## config.mk

```make
export PLATFORM = sky130hd
export DESIGN_NAME = tile_paint_ctrl
export DESIGN_NICKNAME = d
export VERILOG_FILES = /design/src/rtl/tile_paint_ctrl.sv
export SDC_FILE = /design/constraint.sdc
export NUM_CORES = 1
export LEC_CHECK = 0
export ABC_AREA = 1
export ABC_CLOCK_PERIOD_IN_PS = 5300
export CAP_MARGIN = 30
export CORE_ASPECT_RATIO = 0.7
export CORE_MARGIN = 2
export CORE_UTILIZATION = 55
export CTS_CLUSTER_SIZE = 8
export DETAILED_ROUTE_END_ITERATION = 8
export GPL_TIMING_DRIVEN = 0
export PLACE_DENSITY_LB_ADDON = 0.25
export SETUP_SLACK_MARGIN = 0.15
export SLEW_MARGIN = 40
export SYNTH_ARGS = -nofsm -noshare
export SYNTH_HDL_FRONTEND = slang
export SYNTH_SLANG_ARGS = --single-unit
```

## constraint.sdc

```tcl
create_clock -name clk -period 5.3 [get_ports clk]
set_input_delay 1.59 -clock clk [delete_from_list [all_inputs] [get_ports clk]]
set_output_delay 1.59 -clock clk [all_outputs]
set_load 0.005 [all_outputs]
```

## src/rtl/tile_paint_ctrl.sv

```systemverilog
// tile_paint_ctrl: write-side sequencer for the 270x270, 8-bit frame buffer.
// It accepts tile-paint and full-screen-clear commands over a valid/ready
// handshake and issues one frame-buffer write per clock.
// Optional build macro: TILE_BORDER_EN. When it is defined, the outer ring of
// every painted tile is written with BORDER_COLOR.
module tile_paint_ctrl #(
  parameter int          SCREEN_W     = 270,
  parameter int          SCREEN_H     = 270,
  parameter int          TILE_W       = 54,
  parameter int          TILE_H       = 54,
  parameter int          ADDR_W       = 17,
  parameter logic [7:0]  BORDER_COLOR = 8'h00
) (
  input  logic              clk,
  input  logic              reset,
  input  logic              req_valid,
  output logic              req_ready,
  input  logic              req_clear,
  input  logic [2:0]        req_col,
  input  logic [2:0]        req_row,
  input  logic [7:0]        req_color,
  output logic              wr_en,
  output logic [ADDR_W-1:0] wr_addr,
  output logic [7:0]        wr_data,
  output logic              busy,
  output logic              done,
  output logic              err
);

  localparam int PXW = $clog2(TILE_W);
  localparam int PYW = $clog2(TILE_H);

  localparam logic [2:0]        GRID_COLS     = 3'(SCREEN_W / TILE_W);
  localparam logic [2:0]        GRID_ROWS     = 3'(SCREEN_H / TILE_H);
  localparam logic [PXW-1:0]    PX_LAST       = PXW'(TILE_W - 1);
  localparam logic [PYW-1:0]    PY_LAST       = PYW'(TILE_H - 1);
  localparam logic [ADDR_W-1:0] LINE_STEP     = ADDR_W'(SCREEN_W);
  localparam logic [ADDR_W-1:0] TILE_ROW_STEP = ADDR_W'(TILE_H * SCREEN_W);
  localparam logic [ADDR_W-1:0] TILE_COL_STEP = ADDR_W'(TILE_W);
  localparam logic [ADDR_W-1:0] CLEAR_LAST    = ADDR_W'(SCREEN_W * SCREEN_H - 1);

  typedef enum logic [1:0] {
    IDLE  = 2'd0,
    PAINT = 2'd1,
    CLEAR = 2'd2,
    DONE  = 2'd3
  } state_t;

  state_t            state;
  logic [7:0]        color_q;
  logic [ADDR_W-1:0] line_base;
  logic [PXW-1:0]    px;
  logic [PYW-1:0]    py;

  logic [ADDR_W-1:0] tile_origin;
  logic              line_end;
  logic              tile_end;
  logic              index_bad;
  logic [PXW-1:0]    px_next;
  logic [PYW-1:0]    py_next;

  // Tile origin is computed once at acceptance from the requested indices;
  // the per-pixel address afterwards only ever adds 1 or a line step.
  always_comb begin
    tile_origin = ADDR_W'(req_row) * TILE_ROW_STEP + ADDR_W'(req_col) * TILE_COL_STEP;
    index_bad   = (req_col >= GRID_COLS) || (req_row >= GRID_ROWS);
    line_end    = (px == PX_LAST);
    tile_end    = line_end && (py == PY_LAST);
    px_next     = line_end ? '0 : px + PXW'(1);
    py_next     = line_end ? py + PYW'(1) : py;
  end

`ifdef TILE_BORDER_EN
  logic border_next;

  // The next pixel is on the tile's outer ring when either counter sits at an edge.
  always_comb begin
    border_next = (px_next == '0) || (px_next == PX_LAST) ||
                  (py_next == '0) || (py_next == PY_LAST);
  end
`else
  logic unused_border;

  // Without the border option the border colour has no role in the datapath.
  assign unused_border = ^BORDER_COLOR;
`endif

  // Command sequencer: every output is a register so the frame-buffer port
  // sees clean signals, and the first write lands the cycle after acceptance.
  always_ff @(posedge clk or posedge reset) begin
    if (reset) begin
      state     <= IDLE;
      req_ready <= 1'b1;
      wr_en     <= 1'b0;
      wr_addr   <= '0;
      wr_data   <= '0;
      busy      <= 1'b0;
      done      <= 1'b0;
      err       <= 1'b0;
      color_q   <= '0;
      line_base <= '0;
      px        <= '0;
      py        <= '0;
    end else begin
      case (state)
        IDLE: begin
          done <= 1'b0;
          err  <= 1'b0;
          if (req_valid && req_ready) begin
            color_q   <= req_color;
            req_ready <= 1'b0;
            busy      <= 1'b1;
            if (req_clear) begin
              state   <= CLEAR;
              wr_en   <= 1'b1;
              wr_addr <= '0;
              wr_data <= req_color;
            end else if (index_bad) begin
              state <= DONE;
              done  <= 1'b1;
              err   <= 1'b1;
            end else begin
              state     <= PAINT;
              wr_en     <= 1'b1;
              wr_addr   <= tile_origin;
              line_base <= tile_origin;
              px        <= '0;
              py        <= '0;
`ifdef TILE_BORDER_EN
              wr_data   <= BORDER_COLOR;
`else
              wr_data   <= req_color;
`endif
            end
          end
        end

        PAINT: begin
          if (tile_end) begin
            state <= DONE;
            wr_en <= 1'b0;
            done  <= 1'b1;
            px    <= '0;
            py    <= '0;
          end else begin
            px <= px_next;
            py <= py_next;
            if (line_end) begin
              line_base <= line_base + LINE_STEP;
              wr_addr   <= line_base + LINE_STEP;
            end else begin
              wr_addr <= wr_addr + ADDR_W'(1);
            end
`ifdef TILE_BORDER_EN
            wr_data <= border_next ? BORDER_COLOR : color_q;
`else
            wr_data <= color_q;
`endif
          end
        end

        CLEAR: begin
          if (wr_addr == CLEAR_LAST) begin
            state <= DONE;
            wr_en <= 1'b0;
            done  <= 1'b1;
          end else begin
            wr_addr <= wr_addr + ADDR_W'(1);
          end
        end

        DONE: begin
          state     <= IDLE;
          done      <= 1'b0;
          err       <= 1'b0;
          busy      <= 1'b0;
          req_ready <= 1'b1;
        end

        default: begin
          state <= IDLE;
        end
      endcase
    end
  end

endmodule

```

==> impl_metrics.env, run 1 <==
export IMPL_p_total_mw=3.84
export IMPL_first_iter_violations=581
export IMPL_yosysTopAreaCellShare=0.309
export IMPL_ys_seq_elements=68
export IMPL_grt_ovfl_total=0
export IMPL_via_count=5460
export IMPL_synth_area_mm2=0.00543
export IMPL_htreeDepth=3
export IMPL_gp_congestion=0.952
export IMPL_crit_arrival_ps=5120
export IMPL_die_y_um=87.1
export IMPL_antenna_found_initial=0
export IMPL_synth_nets=837
export IMPL_hold_start="color_q[1]"
export IMPL_cts_buffers_inserted=9
export IMPL_core_mm2=0.00965
export IMPL_ys_warn_count=0
export IMPL_syn_to_final_growth_pct=18.8
export IMPL_cp_start_kind="primary input"
export IMPL_cts_tree="yes"
export IMPL_cts_root_buf="clkbuf_16"
export IMPL_worst_slew_pin_slew_ps=679
export IMPL_grt_pass1_vias=5042
export IMPL_placed_cells=952
export IMPL_fillCellCount=819
export IMPL_crit_start="req_col[0]"
export IMPL_pin_count=48
export IMPL_register_area_mm2=0.00170
export IMPL_nets=896
export IMPL_clk_pin_slew_worst_paths_ps=60
export IMPL_status="finished, final reports clean"
export IMPL_hold_end="color_q[1]"
export IMPL_n_antenna_cell=0
export IMPL_crit_buf_inv=3
export IMPL_io_buffers=47
export IMPL_p_leak_nw=3.08
export IMPL_crit_type="primary input to register"
export IMPL_r2r_end="wr_addr[0]"
export IMPL_synth_distinct_cells=41
export IMPL_routed_via_density=5.64
export IMPL_setup_viol=0
export IMPL_crit_fanout=5
export IMPL_syn_avg_cell_area_um2=6.99
export IMPL_cp_slowest_cell="clkdlybuf4s50_1"
export IMPL_synth_largest_area_cell="dfrtp_1"
export IMPL_drc=0
export IMPL_cap_violations=0
export IMPL_grt_pass1_wl_um=25500
export IMPL_reg2reg_slack_ps=3090
export IMPL_dpl_cell_area_mm2=0.00608
export IMPL_clock_sinks=68
export IMPL_grt_max_degree=44
export IMPL_reg2reg_depth=10
export IMPL_post_cts_setup_buffer_count=0
export IMPL_fin_crit_sh=0.917
export IMPL_fmax_mhz=206
export IMPL_seq_area_frac_synth=0.314
export IMPL_start_util=0.562
export IMPL_worstHoldPathType="register to register"
export IMPL_max_stage_delay_ps=620
export IMPL_clk_latency_ps=340
export IMPL_r2r_start="state[1]"
export IMPL_die_w_um=123
export IMPL_drt_pre_antenna_iters=8
export IMPL_crit_required_ps=5560
export IMPL_irDropWorstVdd_mv=0.259
export IMPL_cts_buffer_depth=2
export IMPL_hold_depth=2
export IMPL_max_slew_margin=0.547
export IMPL_dp_hpwl_um=12100
export IMPL_drive_gt1_frac=0.0774
export IMPL_routed_wl_um=15700
export IMPL_crit_family="compound AO/OA/AOI/OAI gates"
export IMPL_crit_path_end_kind="register"
export IMPL_fin_worst_skew_ps=4.35
export IMPL_wire_per_inst_um=16.2
export IMPL_post_route_min_period_ps=4860
export IMPL_syn_inst=776
export IMPL_die_area_mm2=0.0107
export IMPL_powerDensity_mw_per_mm2=596
export IMPL_layoutNonFillerInstCount=968
export IMPL_detail_route_antenna_nets=0
export IMPL_row_count=30
export IMPL_fin_area_mm2=0.00644
export IMPL_hold_viol=0
export IMPL_netlist_top_cells_area="dfrtp_1, nand2_1, ha_1, inv_1, nand3_1"
export IMPL_crit_chain="clkdlybuf4s50_1, ha_1, inv_1, ha_1, a21oi_1, inv_1, a31oi_1, xnor2_1, ha_1, a21oi_1, o21ai_0, a21oi_2, nor2_1, nand3_1, nand3_1, a21oi_1"
export IMPL_slew_violations=0
export IMPL_gr_usage_all_layers=0.310
export IMPL_rsz0062_at_grt="no"
export IMPL_multi_input_area_mm2=0.00322
-- cells in the mapped netlist --
master	number
o211ai_1	2
buf_2	4
nand2_2	3
buf_6	3
o21ai_2	2
a22oi_1	1
a21oi_2	1
fa_1	6
a21oi_1	37
o22ai_1	6
nand3_1	65
a31oi_1	7
clkbuf_2	1
nor3_1	7
ha_1	37
inv_2	10
clkbuf_1	8
nand3b_1	3
nand4_1	11
o21bai_1	2
inv_1	97
a21o_1	1
dfrtp_1	67
nand3_2	1
o41ai_1	1
o31ai_1	1
xnor2_1	10
nand2_1	197
o21ai_0	41
nor2_1	74
a41oi_1	1
a31oi_2	1
o21a_1	10
or2_2	1
nor2_2	12
buf_4	2
nor2_4	3
xor2_1	21
dfstp_2	1
a2bb2oi_1	1
o21ai_1	17
-- power by group --
| part | internal, mW | switching (mW) | total, mW |
|---|---|---|---|
| sequential | 0.755 | 0.228 | 0.983 |
| clock | 0.472 | 0.236 | 0.708 |
| combinational | 0.817 | 1.33 | 2.15 |
-- worst max-delay path by stage --
| stage | endpoint | slack (ps) | depth (start not counted) |
|---|---|---|---|
| after floorplan | line_base[14] | 1160 | 21 |
| after global placement | line_base[15] | -30 | 16 |
| after detailed placement | line_base[15] | -100 | 16 |
| after CTS | line_base[15] | 230 | 16 |
| after global routing | line_base[15] | 160 | 16 |
| final | line_base[15] | 440 | 16 |
-- what timing repair did --
action / CTS / global route
gates resized for setup: 0 / 4
hold buffers: 0 / 0
endpoints found under the hold margin: 0 / 0
setup endpoints to repair: 0 / 18
-- flip-flops by register name, summed over array words and instances, names as in the netlist --
| register | cells |
|---|---|
| px | 6 |
| done | 1 |
| err | 1 |
| req_ready | 1 |
| wr_en | 1 |
| state | 2 |
| wr_data | 8 |
| busy | 1 |
| color_q | 8 |
| line_base | 16 |
| py | 6 |
| wr_addr | 17 |
-- layout make-up --
class | instances | share of cell area
multi-input cells | 583 | 0.500
flip-flops and latches | 68 | 0.264
repair buffers | 48 | 0.0769
inverters | 107 | 0.0631
clock buffers | 10 | 0.0371
well taps | 128 | 0.0249
clock inverters | 6 | 0.0173
plain buffers | 18 | 0.0161
-- cell families after synthesis --
| group | count (synthesis) | share of synthesized area |
|---|---|---|
| flip-flops | 68 | 0.314 |
| AND/OR/NAND/NOR | 377 | 0.297 |
| XOR/XNOR | 31 | 0.0500 |
| adder cells (fa/ha/maj) | 43 | 0.107 |
| AO/OA/AOI/OAI | 132 | 0.138 |
| buffers and inverters | 125 | 0.0932 |
-- metrics by stage --
step / TNS, ps / utilization / setup slack, ps / hold slack (ps)
finish: 0 / 0.668 / 441 / 487
global route: 0 / 0.668 / 162 / 501
global placement: -26.7 / 0.628 / -26.7 / 463
CTS: 0 / 0.667 / 233 / 488
floorplan: 0 / - / 1160 / 448
detailed placement: -461 / 0.630 / -97.6 / 473
-- cells in the final DEF (no fill, tap or decap), types with 3 or more instances in the layout --
cell,Yosys,final
nand4_1,11,11
dfrtp_1,67,67
nand2_2,3,4
nor3_1,7,7
inv_2,10,10
nor2_1,74,74
nand3b_1,3,3
o21ai_0,41,41
o21a_1,10,10
nand3_1,65,65
a31oi_1,7,7
a21oi_1,37,36
xor2_1,21,21
clkdlybuf4s50_1,0,45
nor2_2,12,12
buf_6,3,3
buf_2,4,4
ha_1,37,37
bufinv_16,0,3
clkbuf_16,0,9
nor2_4,3,3
nand2_1,197,196
clkbuf_1,8,8
inv_1,97,96
fa_1,6,6
xnor2_1,10,10
o22ai_1,6,6
o21ai_1,17,17
-- layer usage --
metal / share of wire / GRT usage
met3: 0.081 / 0.0635
met4: 0.013 / 0.0690
met5: 0 / 0
met2: 0.41 / 0.449
met1: 0.50 / 0.475
-- tightest hold or removal path: stages, from the launching register on --
cell     delay, ps
dfrtp_1        340
nand2_1         50
o21ai_0         60
(Power assumes the default switching activity.)
==> inputs of run 2 (changes only) <==
--- a/config.mk
+++ b/config.mk
@@ -6,12 +6,11 @@
 export NUM_CORES = 1
 export LEC_CHECK = 0
 export ABC_AREA = 1
-export ABC_CLOCK_PERIOD_IN_PS = 5300
-export CAP_MARGIN = 30
+export ABC_CLOCK_PERIOD_IN_PS = 5690
+export CAP_MARGIN = 20
 export CORE_ASPECT_RATIO = 0.7
 export CORE_MARGIN = 2
 export CORE_UTILIZATION = 55
-export CTS_CLUSTER_SIZE = 8
 export DETAILED_ROUTE_END_ITERATION = 8
 export GPL_TIMING_DRIVEN = 0
 export PLACE_DENSITY_LB_ADDON = 0.25
==> constraint.sdc (replaced) <==
create_clock -name clk -period 5.69 [get_ports clk]
set_input_delay 1.707 -clock clk [delete_from_list [all_inputs] [get_ports clk]]
set_output_delay 1.707 -clock clk [all_outputs]
set_load 0.005 [all_outputs]
==> impl_metrics.env, run 2 (same netlist as run 1, synthesis figures left out) <==
export IMPL_status="finished, final reports clean"
export IMPL_register_area_mm2=0.00170
export IMPL_cts_root_buf="clkbuf_16"
export IMPL_antenna_found_initial=0
export IMPL_io_buffers=47
export IMPL_detail_route_antenna_nets=0
export IMPL_seqPwrFrac=0.255
export IMPL_cts_buffers_inserted=9
export IMPL_clock_sinks=68
export IMPL_max_stage_delay_ps=800
export IMPL_hold_viol=0
export IMPL_fmax_mhz=193
export IMPL_cts_buffer_depth=2
export IMPL_crit_buf_inv=2
export IMPL_routed_wl_um=15700
export IMPL_htreeDepth=3
export IMPL_p_clk_frac=0.184
export IMPL_multi_input_area_mm2=0.00322
export IMPL_crit_arrival_ps=5450
export IMPL_cp_slowest_cell="clkdlybuf4s50_1"
export IMPL_p_total_mw=3.58
export IMPL_grt_ovfl_total=0
export IMPL_fin_crit_sh=0.912
export IMPL_crit_required_ps=5950
export IMPL_power_frac_comb=0.560
export IMPL_worst_slew_pin_slew_ps=681
export IMPL_layout_common_cells="nand2_1, inv_1, nor2_1"
export IMPL_rsz0062_at_grt="no"
export IMPL_placed_cells=952
export IMPL_die_y_um=87.1
export IMPL_cts_tree="yes"
export IMPL_first_iter_violations=580
export IMPL_reg2reg_slack_ps=3480
export IMPL_n_antenna_cell=0
export IMPL_post_cts_setup_buffer_count=0
export IMPL_routed_via_density=5.63
export IMPL_drive_gt1_frac=0.0750
export IMPL_cts_resized=0
export IMPL_max_slew_margin=0.546
export IMPL_gp_congestion=0.952
export IMPL_layout_commonest_cell="nand2_1"
export IMPL_crit_family="adder cells"
export IMPL_fillCellCount=820
export IMPL_largest_register="wr_addr"
export IMPL_crit_path_end_kind="register"
export IMPL_gr_usage_all_layers=0.310
export IMPL_fin_hold_ws_ps=487
export IMPL_core_mm2=0.00965
export IMPL_fin_area_mm2=0.00643
export IMPL_crit_type="primary input to register"
export IMPL_crit_fanout=10
export IMPL_row_count=30
export IMPL_ctsHoldBuffers=0
export IMPL_dp_hpwl_um=12100
export IMPL_crit_chain="clkdlybuf4s50_1, fa_1, ha_1, nand2_1, inv_1, a21oi_1, xor2_1, ha_1, a21oi_1, o21ai_0, a21oi_1, nor2_1, nand3_1, nand3_1, a21oi_1"
export IMPL_die_w_um=123
export IMPL_pin_count=48
export IMPL_drt_pre_antenna_iters=7
export IMPL_drc=0
export IMPL_critical_path_endpoint="line_base[15]"
export IMPL_slew_violations=0
export IMPL_wire_per_inst_um=16.2
export IMPL_cp_start_kind="primary input"
export IMPL_layoutNonFillerInstCount=968
export IMPL_largest_register_ffs=17
export IMPL_dpl_cell_area_mm2=0.00608
export IMPL_grt_pass1_wl_um=25500
export IMPL_setup_tns_ps=0
export IMPL_clk_latency_ps=340
export IMPL_irDropWorstVdd_mv=0.242
export IMPL_cap_violations=0
export IMPL_setup_viol=0
export IMPL_die_area_mm2=0.0107
export IMPL_powerDensity_mw_per_mm2=556
export IMPL_reg2reg_depth=10
export IMPL_clk_pin_slew_worst_paths_ps=60
export IMPL_nets=896
export IMPL_internal_power_mw=1.90
export IMPL_crit_top_cell="a21oi_1"
export IMPL_grt_max_degree=44
export IMPL_reg_top3="wr_addr (17), line_base (16)"
export IMPL_fin_worst_skew_ps=4.05
export IMPL_sw_frac_of_total=0.468
export IMPL_r2r_start="state[1]"
export IMPL_worstHoldPathType="register to register"
export IMPL_r2r_end="wr_addr[0]"
export IMPL_syn_to_final_growth_pct=18.6
export IMPL_crit_start="req_row[0]"
export IMPL_via_count=5452
export IMPL_post_route_min_period_ps=5190
export IMPL_p_leak_nw=3.07
export IMPL_p_sw_mw=1.68
export IMPL_grt_pass1_vias=5042
export IMPL_start_util=0.562
export IMPL_critical_path_depth=15
-- run 2: changes by cell type in the layout (fill, tap and decap cells not counted), sizes merged --
cell           previous run  this run
dlymetal6s2s              2         1
clkdlybuf4s50            45        46
-- run 2: per-layer routing --
layer,global-route usage,routed length [um],share of wire
met2,0.449,6440,0.41
met4,0.0690,180,0.011
met3,0.0635,1370,0.087
met1,0.475,7720,0.49
met5,0,0,0
-- run 2: power groups by stage --
stage	logic, mW	clock network (mW)	registers [mW]
after global routing	2.22	0.680	0.938
after floorplan	1.33	0	0.867
after detailed placement	1.94	0	0.911
final	2.00	0.660	0.914
after CTS	1.96	0.663	0.909
after global placement	1.89	0	0.903
-- run 2: tightest hold or removal path: stages, from the launching register on --
cell	delay, ps
dfrtp_1	340
nand2_1	50
o21ai_0	60
-- run 2: metrics by stage --
step,util,worst slack [ps]
2_1_floorplan,-,1440
3_3_place_gp,0.628,246
3_5_place_dp,0.630,175
4_1_cts,0.667,506
5_1_grt,0.667,186
6_report,0.667,501
-- run 2: worst min path at each step --
stage | startpoint | endpoint | slack, ps | cells past startpoint
6_report | color_q[1] | color_q[1] | 490 | 2
5_1_grt | wr_data[4] | wr_data[4] | 500 | 1
4_1_cts | color_q[1] | color_q[1] | 490 | 2
3_5_place_dp | color_q[1] | color_q[1] | 470 | 2
3_3_place_gp | color_q[1] | color_q[1] | 460 | 2
2_1_floorplan | color_q[0] | color_q[0] | 450 | 2
-- run 2: layout make-up --
type,instances,area share
Clock inverter,6,0.0173
Timing Repair Buffer,48,0.0766
Multi-Input combinational cell,583,0.500
Tap cell,128,0.0249
Inverter,107,0.0632
Clock buffer,10,0.0371
Buffer,18,0.0161
Sequential cell,68,0.265
